<file path="src/rtl/mult_pkg.sv">
// Shared definitions for the shift-add multiplier: FSM states, the rescale
// constant shared with the divider, and a constant-width helper.
package mult_pkg;

    typedef enum logic [1:0] {
        IDLE = 2'd0,
        RUN  = 2'd1,
        DONE = 2'd2
    } state_t;

    localparam int DIV_CONST = 26;

    function automatic int clog2(input int value);
        int r;
        r = 0;
        for (int i = 0; i < 32; i++) begin
            if ((1 << i) < value) begin
                r = i + 1;
            end
        end
        return r;
    endfunction

endpackage

</file>
<file path="src/rtl/mult_step.sv">
// One shift-add step: conditionally accumulate the shifted multiplicand,
// then advance both operand shifters by one bit.
module mult_step #(
    parameter int WIDTH  = 56,
    parameter int MWIDTH = 8
) (
    input  logic [WIDTH+MWIDTH-1:0] acc,
    input  logic [WIDTH+MWIDTH-1:0] a_sh,
    input  logic [MWIDTH-1:0]       b_sh,
    output logic [WIDTH+MWIDTH-1:0] acc_next,
    output logic [WIDTH+MWIDTH-1:0] a_sh_next,
    output logic [MWIDTH-1:0]       b_sh_next
);

    // acc is wide enough for the full product, so this add never wraps.
    always_comb begin
        acc_next  = b_sh[0] ? (acc + a_sh) : acc;
        a_sh_next = a_sh << 1;
        b_sh_next = b_sh >> 1;
    end

endmodule

</file>
<file path="src/rtl/mult_seq.sv">
// Iterative unsigned multiplier, one multiplier bit per clock, with
// valid/ready operand intake and result delivery plus overflow flag.
//
// state | meaning
// IDLE  | waiting for operands, in_ready high
// RUN   | MWIDTH shift-add steps, inputs ignored
// DONE  | result held with out_valid high until out_ready
module mult_seq
    import mult_pkg::*;
#(
    parameter int WIDTH    = 56,
    parameter int MWIDTH   = 8,
    parameter int SATURATE = 0
) (
    input  logic              clk,
    input  logic              rst_n,
    input  logic              in_valid,
    output logic              in_ready,
    input  logic [WIDTH-1:0]  a,
    input  logic [MWIDTH-1:0] b,
    output logic              out_valid,
    input  logic              out_ready,
    output logic [WIDTH-1:0]  res,
    output logic              ovf
);

    localparam int AW = WIDTH + MWIDTH;
    localparam int CW = clog2(MWIDTH + 1);

    state_t            state_q, state_d;
    logic [AW-1:0]     acc_q, acc_d;
    logic [AW-1:0]     a_sh_q, a_sh_d;
    logic [MWIDTH-1:0] b_sh_q, b_sh_d;
    logic [CW-1:0]     cnt_q, cnt_d;
    logic [WIDTH-1:0]  res_q, res_d;
    logic              ovf_q, ovf_d;
    logic              in_ready_q, in_ready_d;
    logic              out_valid_q, out_valid_d;

    logic [AW-1:0]     acc_nx;
    logic [AW-1:0]     a_sh_nx;
    logic [MWIDTH-1:0] b_sh_nx;
    logic              ovf_nx;

    mult_step #(
        .WIDTH  (WIDTH),
        .MWIDTH (MWIDTH)
    ) u_step (
        .acc       (acc_q),
        .a_sh      (a_sh_q),
        .b_sh      (b_sh_q),
        .acc_next  (acc_nx),
        .a_sh_next (a_sh_nx),
        .b_sh_next (b_sh_nx)
    );

    always_comb begin
        state_d     = state_q;
        acc_d       = acc_q;
        a_sh_d      = a_sh_q;
        b_sh_d      = b_sh_q;
        cnt_d       = cnt_q;
        res_d       = res_q;
        ovf_d       = ovf_q;
        in_ready_d  = in_ready_q;
        out_valid_d = out_valid_q;
        ovf_nx      = |acc_nx[AW-1:WIDTH];

        case (state_q)
            IDLE: begin
                in_ready_d  = 1'b1;
                out_valid_d = 1'b0;
                if (in_valid) begin
                    a_sh_d     = {{MWIDTH{1'b0}}, a};
                    b_sh_d     = b;
                    acc_d      = '0;
                    cnt_d      = CW'(MWIDTH);
                    in_ready_d = 1'b0;
                    state_d    = RUN;
                end
            end
            RUN: begin
                acc_d  = acc_nx;
                a_sh_d = a_sh_nx;
                b_sh_d = b_sh_nx;
                cnt_d  = cnt_q - CW'(1);
                // Fixed latency: no early exit when the multiplier runs out of ones.
                if (cnt_q == CW'(1)) begin
                    ovf_d       = ovf_nx;
                    res_d       = ((SATURATE != 0) && ovf_nx) ? '1 : acc_nx[WIDTH-1:0];
                    out_valid_d = 1'b1;
                    state_d     = DONE;
                end
            end
            DONE: begin
                if (out_ready) begin
                    out_valid_d = 1'b0;
                    in_ready_d  = 1'b1;
                    state_d     = IDLE;
                end
            end
            default: begin
                in_ready_d  = 1'b1;
                out_valid_d = 1'b0;
                state_d     = IDLE;
            end
        endcase
    end

    always_ff @(posedge clk or negedge rst_n) begin
        if (!rst_n) begin
            state_q     <= IDLE;
            acc_q       <= '0;
            a_sh_q      <= '0;
            b_sh_q      <= '0;
            cnt_q       <= '0;
            res_q       <= '0;
            ovf_q       <= 1'b0;
            in_ready_q  <= 1'b1;
            out_valid_q <= 1'b0;
        end else begin
            state_q     <= state_d;
            acc_q       <= acc_d;
            a_sh_q      <= a_sh_d;
            b_sh_q      <= b_sh_d;
            cnt_q       <= cnt_d;
            res_q       <= res_d;
            ovf_q       <= ovf_d;
            in_ready_q  <= in_ready_d;
            out_valid_q <= out_valid_d;
        end
    end

    assign in_ready  = in_ready_q;
    assign out_valid = out_valid_q;
    assign res       = res_q;
    assign ovf       = ovf_q;

endmodule

</file>
<file path="config.mk">
export PLATFORM = sky130hd
export DESIGN_NAME = mult_seq
export DESIGN_NICKNAME = d
export VERILOG_FILES = /design/src/rtl/mult_pkg.sv /design/src/rtl/mult_step.sv /design/src/rtl/mult_seq.sv
export SDC_FILE = /design/constraint.sdc
export NUM_CORES = 1
export LEC_CHECK = 0
export ABC_AREA = 0
export CAP_MARGIN = 20
export CORE_MARGIN = 2
export CORE_UTILIZATION = 50
export DETAILED_ROUTE_END_ITERATION = 10
export PLACE_DENSITY = 0.71
export SYNTH_ARGS = -nofsm -noshare
export SYNTH_HDL_FRONTEND = slang
export SYNTH_SLANG_ARGS = --single-unit
</file>
<file path="constraint.sdc">
create_clock -name clk -period 5.3 [get_ports clk]
set_input_delay 0.795 -clock clk [delete_from_list [all_inputs] [get_ports clk]]
set_output_delay 0.795 -clock clk [all_outputs]
set_load 0.02 [all_outputs]
</file>
Word level (Yosys, flattened, before mapping)
Index checks and enable logic that the tools add are counted.
W data, S select, Z words.
- memories kept: 0
- bits of input ports: 68
- memory bits (writable): 0
- word-level logic and storage cells: 45
- bits in latches: 0
- flip-flop bits (word level): 229
- ROM bits: 0
- reductions and logical operators: 8
- shift-type cells: 0
- multipliers: 0
- multiplexer cells: 19
- $lt $le $gt $ge: 0
- bitwise logic cells: 1
- divide/modulo/power cells: 0
- add/sub/neg operators: 2
- equal/unequal tests: 6
- operators with widths (operator ; count):
    $pmux W64 S2 ; 2
    $mux W64 ; 3
    $add A64 B64 Y64 ; 1
    $pmux W32 S2 ; 1
    $eq A32 B1 Y1 const B ; 1
    $mux W32 ; 1
    $sub A32 B1 Y32 const B ; 1
    $pmux W8 S2 ; 1
    $mux W8 ; 1
    $reduce_and A2 Y1 ; 4
    $reduce_or A8 Y1 ; 1
    $mux W2 ; 3
    $ne A2 B2 Y1 const B ; 3
    $pmux W2 S3 ; 1
    $mux W1 ; 4
    $pmux W1 S3 ; 1
    $reduce_and A3 Y1 ; 1
    $eq A2 B1 Y1 const B ; 1
    $eq A2 B2 Y1 const B ; 1
    $logic_not A2 Y1 ; 1
    $pmux W1 S2 ; 1
    $reduce_bool A2 Y1 ; 1
    $not A1 Y1 ; 1

Longest topological paths before layout
- depth in word-level cells: 3
- gate-level depth with buffers: 13

Hierarchy
Synthesis repeated with hierarchy kept, for this count alone.
- cells, all modules: 1474
- area, all modules: 14575.2 um^2
- by module, submodules not included (module ; instances ; area each (um^2) ; sequential area each (um^2) ; cells an instance):
    mult_seq ; 1 ; 9379.0 ; 5731.7 ; 736
    mult_step ; 1 ; 5196.2 ; 0.0 ; 738

Least setup slack after synthesis
Ideal clock, no wire load.
- path kind: reg2reg
- start point: reg acc_q[0]
- end point: reg ovf_q (netlist: ovf)
- cell stages (with the launch flop): 14
- required time: 5.166 ns
- setup slack: 1.965 ns
- setup time: 0.134 ns
- arrival: 3.201 ns
- path through: dfrtp_1 -> ha_1 -> fa_1 -> a211oi_1 -> nor2_1 -> o31ai_1 -> o21ai_0 -> o21ai_1 -> nand2_1 -> o311a_1 -> nand2_1 -> o2111ai_1 -> a2111oi_0 -> a21oi_1
- word-level cells in the longest chain between the ends: 3
- RTL lines (element ; line ; RTL):
    start: declaration ; mult_seq.sv:31 ; logic [AW-1:0] acc_q, acc_d;
    start signal: assignment ; mult_seq.sv:113 ; acc_q <= '0;
    start signal: assignment ; mult_seq.sv:123 ; acc_q <= acc_d;
    $add A64 B64 Y64 ; mult_step.sv:17 ; acc_next = b_sh[0] ? (acc + a_sh) : acc;
    $mux W64 ; mult_step.sv:17 ;
    $reduce_or A8 Y1 ; mult_seq.sv:67 ; ovf_nx = |acc_nx[AW-1:WIDTH];
    end signal: assignment ; mult_seq.sv:128 ; ovf_q <= ovf_d;
    end: declaration ; mult_seq.sv:36 ; logic ovf_q, ovf_d;
No other way between the ends.
A chain may end at the register's enable or synchronous reset.

Final worst setup path
Same ends and word-level chain as after synthesis.

==> results.json <==
{
  "setup_viol": 0,
  "wl_um": 36800,
  "synth-edff-count": 0,
  "dpl.hpwl_um": 24600,
  "final.setup.tns_ns": 0,
  "core_area_mm2": 0.0276,
  "h-tree-depth": 1,
  "rr_startpoint": "acc_q[0]",
  "finalPower_mw": 9.66,
  "synth_seq_cells": 229,
  "fmax_mhz": 245,
  "ios": 127,
  "maxSlewHeadroom": 0.378,
  "cp_max_fo": 5,
  "ys_top_cells_by_count": "dfrtp_1, o21ai_0, nand2_1, a21oi_1, clkbuf_1",
  "r2r_slack_ns": 1.23,
  "grt_pass1_vias": 11797,
  "async_reset_ff_frac": 1.00,
  "rows": 61,
  "cp-start-kind": "register",
  "synth_top_cell_area_share": 0.410,
  "rsz0062_at_grt": "no",
  "track_usage": 0.254,
  "path_class": "reg2reg",
  "cts_tree": "yes",
  "cp.arrival_ns": 4.49,
  "dpl.cell_count": 1975,
  "cp_slowest_cell": "o31ai_1",
  "worst_pin_slew_ns": 0.933,
  "cts.clk_slew.worst_paths_ns": 0.06,
  "gp_congestion": 0.930,
  "drc": 0,
  "crit_chain": "ha_1, fa_1, a211oi_1, nor2_1, o31ai_1, o21ai_0, o21ai_1, o21ai_1, a21oi_1, o21ai_1, xor2_1, a2111oi_0, a21oi_1",
  "cts_buffers": 25,
  "cts_resized": 0,
  "required_ns": 5.72,
  "clock_latency_ns": 0.54,
  "cts.sinks": 229,
  "antennaDiodeCount": 0,
  "r2r_cells": 13,
  "antenna_left": 0,
  "instances_no_fill": 2021,
  "ys_warn_count": 0,
  "grt_pass1_wl_um": 60600,
  "rr_endpoint": "ovf",
  "fillers": 2476,
  "synthFlopType": "dfrtp_1",
  "drt_iter0_drc": 854,
  "grt.overflow.total": 0,
  "postCtsSetupRepairBufs": 0,
  "clockBufferDepth": 3,
  "ir_drop_mv": 0.276,
  "syn-cell-area_mm2": 0.0139,
  "hold_class": "in2async",
  "drive_above_1_share": 0.0481,
  "final_max_slew_viol_count": 0,
  "fin_skew_ns": 0.0184,
  "die_width_um": 171,
  "cap_violations": 0,
  "holdBufCountCts": 0,
  "yosysSeqAreaShare": 0.412,
  "power.density_mw_per_mm2": 595,
  "io_buffers": 126,
  "initial_core_util": 0.504,
  "grt_max_degree": 92,
  "dieArea_mm2": 0.0292,
  "dieHeight_um": 171,
  "routedWlPerCell_um": 18.2,
  "utilization": 0.588,
  "ys_types": 69,
  "fin_nets": 1759,
  "avgSynthCellArea_um2": 8.94,
  "viasPerCell": 5.99,
  "holdWs_ns": 0.276,
  "timing.final.crit_share": 0.769,
  "cts-root-buf": "clkbuf_16",
  "crit_path_frequent_cell": "o21ai_1",
  "syn-num-nets": 1690,
  "hold_viol_final": 0,
  "antenna_found_initial": 0,
  "cpPeakStageDelay_ns": 0.49,
  "synthMostInstantiatedCell": "dfrtp_1",
  "syn_inst": 1556,
  "synthTopCellsByArea": "dfrtp_1, o21ai_0, ha_1, a21oi_1, nand2_1",
  "period_needed_ns": 4.07,
  "vias": 12107,
  "end_kind": "register",
  "p_leak_nw": 6.95,
  "drt_pass1_iterations": 5,
  "status": "finished clean",
  "area_growth_pct": 16.7,
  "yosysTopAreaCell": "dfrtp_1"
}
metrics by stage:
stage / setup slack (ns) / area (um^2)
2_1_floorplan: 1.96 / 13900
3_5_place_dp: 1.25 / 15400
3_3_place_gp: 1.35 / 15400
6_report: 1.23 / 16200
4_1_cts: 1.22 / 16200
5_1_grt: 0.709 / 16200
flip-flops by register name, summed over array words and instances (netlist names):
register	cells
out_valid	1
ovf	1
cnt_q	32
state_q	2
in_ready	1
acc_q	64
res	56
a_sh_q	64
b_sh_q	8
worst max path at each step:
stage               startpoint   to  slack [ns]  depth (start not counted)
floorplan             acc_q[0]  ovf        1.96                         13
global placement      acc_q[0]  ovf        1.35                         13
detailed placement   a_sh_q[0]  ovf        1.25                         13
CTS                   acc_q[0]  ovf        1.22                         13
global route          acc_q[0]  ovf        0.71                         13
finish                acc_q[0]  ovf        1.23                         13
cells in the final DEF, fill, tap and decap left out, types with 4 or more instances in the layout:
cell type          n
o21bai_1          10
nand4_1           18
dfrtp_1          225
nor2b_1           67
nor4_1             6
mux2i_1           52
xor2_1            24
o31ai_1           12
o211ai_1          11
clkbuf_16         25
a211oi_1           6
o311ai_0           8
clkdlybuf4s50_1  124
and3_1             6
a22o_1            41
a21o_1            20
or3_1              4
o21a_1            15
nand2_1          162
inv_1             19
clkbuf_1           8
nor2_1            60
o21ai_0          199
nor3b_1            4
nand2b_1          20
o21ai_1            7
nand3_1           35
a31o_2             5
xnor2_1           33
nor3_1            11
ha_1              65
clkbuf_8           7
buf_4             13
o41ai_1           11
a21oi_1          157
a31oi_1            9
a22oi_1           63
or4_1              8
and2_1            10
metal layers:
metal  vias to the layer above  wire length [um]  track usage
li1                       5870                 -            -
met1                      5803             17100        0.359
met2                       366             16700        0.407
met3                        68              2170       0.0347
met4                         0               872       0.0748
met5                         -                 0            0
kinds of logic (layout without fill, tap and decap cells):
kind of cell | after synthesis | in the layout | synth area share
fa+ha+maj | 66 | 66 | 0.0599
buf+inv | 118 | 205 | 0.0329
flops | 229 | 229 | 0.412
compound gates | 605 | 605 | 0.269
simple gates | 428 | 428 | 0.152
mux | 53 | 53 | 0.0382
xor+xnor | 57 | 57 | 0.0359
worst max-delay path: cells and delay by family, from the launching register on:
| kind | cells | cell delay [ns] |
|---|---|---|
| xor gates and xnor gates | 1 | 0.17 |
| and+or+nand+nor | 1 | 0.10 |
| adders and majority gates | 2 | 0.67 |
| DFF | 1 | 0.40 |
| AOI/OAI and AO/OA | 9 | 2.60 |
final cells by class:
cell class	count	area [um^2]	area share
well taps	378	473	0.0291
multi-input cells	1209	7760	0.478
clock buffers	40	752	0.0463
repair buffers	141	1390	0.0858
flip-flops and latches	229	5740	0.353
clock inverters	5	53.8	0.00331
inverters	19	71.3	0.00439
report_power, final:
group | total (mW) | internal [mW] | leakage (nW) | switching [mW]
sequential | 3.09 | 2.40 | 3.03 | 0.687
clock | 1.73 | 1.01 | 0.398 | 0.713
combinational | 4.84 | 2.02 | 3.52 | 2.82
Note: power is estimated with default switching activity, not from simulation.
